### src/rtl/pc_sequencer.sv
`default_nettype none
// ============================================================================
// Module      : pc_sequencer
// Description : Program-counter sequencer for the MIPS fetch stage. Holds the
//               fetch address and picks the next PC each cycle from
//               sequential, branch, jump, return-address-stack pop, exception
//               vector and exception return sources. Includes a stall hold,
//               a circular return-address stack (RAS) and an EPC register.
// Ports       : clk, reset        - clock, synchronous active-high reset
//               stall             - hold all state (reset still wins)
//               jump, pc_src      - take jump_address / branch_address
//               jump_address      - jump target (also ret target when empty)
//               branch_address    - taken-branch target
//               call, ret         - push pc_out+4 / pop RAS top as target
//               exception, eret   - trap to EXC_VECTOR / return to epc_out
//               pc_out, pc_plus4  - current fetch address and its successor
//               epc_out           - saved exception PC
//               ras_empty/full    - stack occupancy
//               ras_overflow/underflow - sticky error flags
// Revision    : 1.0 - initial release
// ============================================================================
module pc_sequencer #(
  parameter int unsigned      WIDTH        = 32,
  parameter logic [WIDTH-1:0] RESET_VECTOR = '0,
  parameter logic [WIDTH-1:0] EXC_VECTOR   = WIDTH'(32'h0000_0080),
  parameter int unsigned      RAS_DEPTH    = 4
) (
  input  logic             clk,
  input  logic             reset,
  input  logic             stall,
  input  logic             jump,
  input  logic             pc_src,
  input  logic [WIDTH-1:0] jump_address,
  input  logic [WIDTH-1:0] branch_address,
  input  logic             call,
  input  logic             ret,
  input  logic             exception,
  input  logic             eret,
  output logic [WIDTH-1:0] pc_out,
  output logic [WIDTH-1:0] pc_plus4,
  output logic [WIDTH-1:0] epc_out,
  output logic             ras_empty,
  output logic             ras_full,
  output logic             ras_overflow,
  output logic             ras_underflow
);

  localparam int unsigned      PTR_W    = (RAS_DEPTH > 1) ? $clog2(RAS_DEPTH) : 1;
  localparam int unsigned      CNT_W    = PTR_W + 1;
  localparam logic [PTR_W-1:0] PTR_ONE  = PTR_W'(1);
  localparam logic [CNT_W-1:0] CNT_ONE  = CNT_W'(1);
  localparam logic [CNT_W-1:0] CNT_FULL = CNT_W'(RAS_DEPTH);

  logic [WIDTH-1:0] pc;
  logic [WIDTH-1:0] epc;
  logic [WIDTH-1:0] stack [RAS_DEPTH];
  logic [PTR_W-1:0] top;
  logic [CNT_W-1:0] count;
  logic             overflow;
  logic             underflow;

  logic             ras_active;
  logic             do_push;
  logic             do_pop;
  logic             pop_ok;
  logic [PTR_W-1:0] top_after_pop;
  logic [CNT_W-1:0] cnt_after_pop;
  logic [PTR_W-1:0] push_idx;
  logic [WIDTH-1:0] ras_target;
  logic [WIDTH-1:0] next_raw;
  logic [WIDTH-1:0] next_pc;

  assign pc_plus4 = pc + WIDTH'(4);

  // Stack ops are modelled as "pop, then push": with call+ret together the
  // push lands in the slot the pop just vacated, so the count is unchanged.
  always_comb begin
    ras_active    = !exception && !eret;
    do_pop        = ras_active && ret;
    do_push       = ras_active && call;
    pop_ok        = do_pop && (count != '0);
    top_after_pop = pop_ok ? (top - PTR_ONE) : top;
    cnt_after_pop = pop_ok ? (count - CNT_ONE) : count;
    push_idx      = top_after_pop + PTR_ONE;
    // An empty-stack return falls back to the jump target.
    ras_target    = (count != '0) ? stack[top] : jump_address;
  end

  always_comb begin
    next_raw = pc_plus4;
    if (exception)   next_raw = EXC_VECTOR;
    else if (eret)   next_raw = epc;
    else if (ret)    next_raw = ras_target;
    else if (jump)   next_raw = jump_address;
    else if (pc_src) next_raw = branch_address;
    next_pc = {next_raw[WIDTH-1:2], 2'b00};
  end

  always_ff @(posedge clk) begin
    if (reset) begin
      pc        <= RESET_VECTOR;
      epc       <= '0;
      top       <= '0;
      count     <= '0;
      overflow  <= 1'b0;
      underflow <= 1'b0;
    end else if (!stall) begin
      pc <= next_pc;
      if (exception) begin
        epc <= pc;
      end
      if (do_push) begin
        // When already full, top+1 is the oldest slot: it is overwritten.
        top <= push_idx;
        if (cnt_after_pop == CNT_FULL) begin
          count    <= cnt_after_pop;
          overflow <= 1'b1;
        end else begin
          count <= cnt_after_pop + CNT_ONE;
        end
      end else begin
        top   <= top_after_pop;
        count <= cnt_after_pop;
      end
      if (do_pop && (count == '0)) begin
        underflow <= 1'b1;
      end
    end
  end

  // Stack contents carry no reset value; they are only written by a push.
  always_ff @(posedge clk) begin
    if (!reset && !stall && do_push) begin
      stack[push_idx] <= pc_plus4;
    end
  end

  assign pc_out        = pc;
  assign epc_out       = epc;
  assign ras_empty     = (count == '0);
  assign ras_full      = (count == CNT_FULL);
  assign ras_overflow  = overflow;
  assign ras_underflow = underflow;

endmodule
`default_nettype wire

### config.mk
export PLATFORM = sky130hd
export DESIGN_NAME = pc_sequencer
export DESIGN_NICKNAME = d
export VERILOG_FILES = /design/src/rtl/pc_sequencer.sv
export SDC_FILE = /design/constraint.sdc
export NUM_CORES = 1
export LEC_CHECK = 0
export ABC_CLOCK_PERIOD_IN_PS = 7270
export BUFFER_PORTS_ARGS = -buffer_cell sky130_fd_sc_hd__buf_2
export CAP_MARGIN = 20
export CORE_UTILIZATION = 55
export DETAILED_ROUTE_END_ITERATION = 7
export PLACE_DENSITY = 0.79
export SYNTH_ARGS = -nofsm -noshare
export SYNTH_HDL_FRONTEND = slang
export SYNTH_SLANG_ARGS = --single-unit
### constraint.sdc
create_clock -name clk -period 7.27 [get_ports clk]
set_clock_uncertainty 0.05 [all_clocks]
set_input_delay 1.0905 -clock clk [delete_from_list [all_inputs] [get_ports clk]]
set_output_delay 1.0905 -clock clk [all_outputs]
set_load 0.05 [all_outputs]
==> qor.csv <==
metric;value;unit
pwr-share-seq;50.0;%
clock.fmax;0.236;GHz
ys_warn_count;0;
synth-seq-area-share;54.9;%
port_buffers;162;
antenna_found_initial;0;
viasPerCell;6.43;
p_sw;0.000624;W
critPathMaxFanout;39;
synth_top_cell_by_area;edfxtp_1;
clockBufferDepth;2;
cp.required;7320;ps
ys_seq_elements;189;
cts.sinks;189;
p_int;0.00171;W
ctsHoldBuffers;0;
syn_inst;821;
async_flop_share;0;%
slew_viol_final;0;
grt_util_met3;8.51;%
multi_input_area;0.00377;mm²
fp.dieH;131;µm
ys_top_cells_by_count;150 x nand2_1, 120 x edfxtp_1, 76 x a21oi_1;
cts_tree;yes;
min_path_type;flop to flop;
synth_edf_count;120;
syn_area;0.00909;mm²
fin_tns_setup;0;ps
drive_above_1_share;26.2;%
rows;46;
syn_to_final_growth;16.3;%
core-area;0.0160;mm²
htree_levels;4;
drv_cap;0;
worst_pin_slew;983;ps
min_period;4250;ps
synthTopCellsByArea;edfxtp_1 40%, dfxtp_1 15%, mux4_2 7.4%;
setup_violations;0;
drc_errors;0;
crit_type;input pin to flop;
cts-resized-gates;0;
combPwrFrac;13.1;%
fillers;1249;
ir_worst_vdd;0.000188;V
first_global_vias;7149;
firstDrtPassIters;7;
regArea;0.00499;mm²
chipWidth;131;µm
final_hold_viol_count;0;
drt_iter0_drc;1003;
startpoint_type;input pin;
rsz0062_at_grt;no;
dp_hpwl;17.7;mm
start_util;56.8;%
avgSynthCellArea;11.1;µm²
ys_types;66;
dieArea;0.0170;mm²
diodes;0;
power.density;221;mW/mm²
p_leak;3.91;nW
antenna_left;0;
ys.flop_type;edfxtp_1;
ios;173;
gr-total-overflow;0;
routabilityCongestion;0.824;
nets;1042;
cp.arrival;4290;ps
wl_per_cell;23.4;µm
outcome;complete, no violations;
wl;27.8;mm
busiest_layer;met2;
p_clk_share;36.9;%
maxSlewHeadroom;34.1;%
worst_setup_path_end_kind;flop;
grt_max_degree;55;
clkTransAtPathRegs;60;ps
num_vias;7645;
grt_use_total;33.5;%
grt_pass1_wl;41.0;mm
netSwitchingFraction;26.7;%
grt_use_met2;51.3;%
synth.most_common_cell;nand2_1;
utilization;66.0;%
power;0.00234;W
synth_top_area_share;39.7;%
use_met1;44.5;%
insertion_delay;430;ps
cts_buffers;17;
cts-root-buf;clkbuf_16;
post-cts-setup-buffer-count;0;
whs;422;ps
min_period_over_period;58.4;%
-- routing by layer --
layer | vias up | share of wire [%]
li1 | 3341 | -
met1 | 3665 | 38
met2 | 552 | 46
met3 | 87 | 12
met4 | 0 | 4.3
met5 | - | 0
-- power groups by stage --
| stage | registers, W | clock network, W | logic (W) |
|---|---|---|---|
| 3_5_place_dp | 0.00119 | 0 | 0.000299 |
| 4_1_cts | 0.00117 | 0.000867 | 0.000301 |
| 5_1_grt | 0.00117 | 0.000907 | 0.000323 |
| 2_1_floorplan | 0.00121 | 0 | 0.000181 |
| 6_report | 0.00117 | 0.000863 | 0.000306 |
| 3_3_place_gp | 0.00119 | 0 | 0.000295 |
-- cell usage in the layout (no fill, tap or decap), drive strengths merged, types with 7 or more instances in the layout --
cell / instances
a211oi: 11
a21oi: 76
a221o: 15
a221oi: 12
a22oi: 13
a31oi: 13
and3: 9
buf: 178
clkbuf: 23
clkinv: 9
dfxtp: 69
edfxtp: 120
ha: 9
inv: 21
mux2i: 9
mux4: 30
nand2: 151
nand3: 18
nand4: 15
nor2: 25
nor3: 11
o211ai: 8
o21ai: 26
xnor2: 25
xor2: 7
-- metrics by stage --
stage | cell area, µm² | cells | setup slack, ps
floorplan | 9100 | 826 | 3280
global placement | 10000 | 1157 | 2810
detailed placement | 10000 | 1157 | 2680
CTS | 10600 | 1189 | 3110
global route | 10600 | 1189 | 2920
finish | 10600 | 1189 | 3020
-- flip-flops by register name, indices dropped and copies added (netlist names), named ones only --
name           cells
stack            120
epc_out           30
pc_out            30
count              3
top                2
ras_overflow       1
ras_underflow      1
-- critical path, stage by stage --
cell and delay (ps):
buf_2 660, nand2b_1 370, or3_1 470, nor2_1 140
xor2_1 340, ha_1 220, and3_1 540, buf_4 450
-- area by class of cell --
type                    instances  area share [%]
flip-flops and latches        189            47.2
multi-input cells             552            35.6
repair buffers                178            8.81
clock buffers                  23            4.33
well taps                     216            2.56
inverters                      22           0.782
clock inverters                 9           0.675
-- kinds of logic (layout without fill, tap and decap cells) --
group,Yosys count,count (layout),share of synthesized area (%)
AO/OA/AOI/OAI,198,198,14.1
XOR/XNOR,32,32,3.17
adder cells (fa/ha/maj),9,9,1.24
buffers and inverters,85,232,4.01
flip-flops,189,189,54.9
multiplexers,39,39,8.43
other,1,6,0.0413
AND/OR/NAND/NOR,268,268,14.1
-- final timing paths --
check | from | end | slack (ps) | cells past startpoint
worst max-delay path | ret | stack[3][6] | 3020 | 8
worst min-delay path | epc_out[2] | epc_out[2] | 420 | 2
worst max register to register | count[0] | stack[3][6] | 3440 | 10
worst min register to register | epc_out[2] | epc_out[2] | 420 | 2
Power figures use the tool's default switching activity.
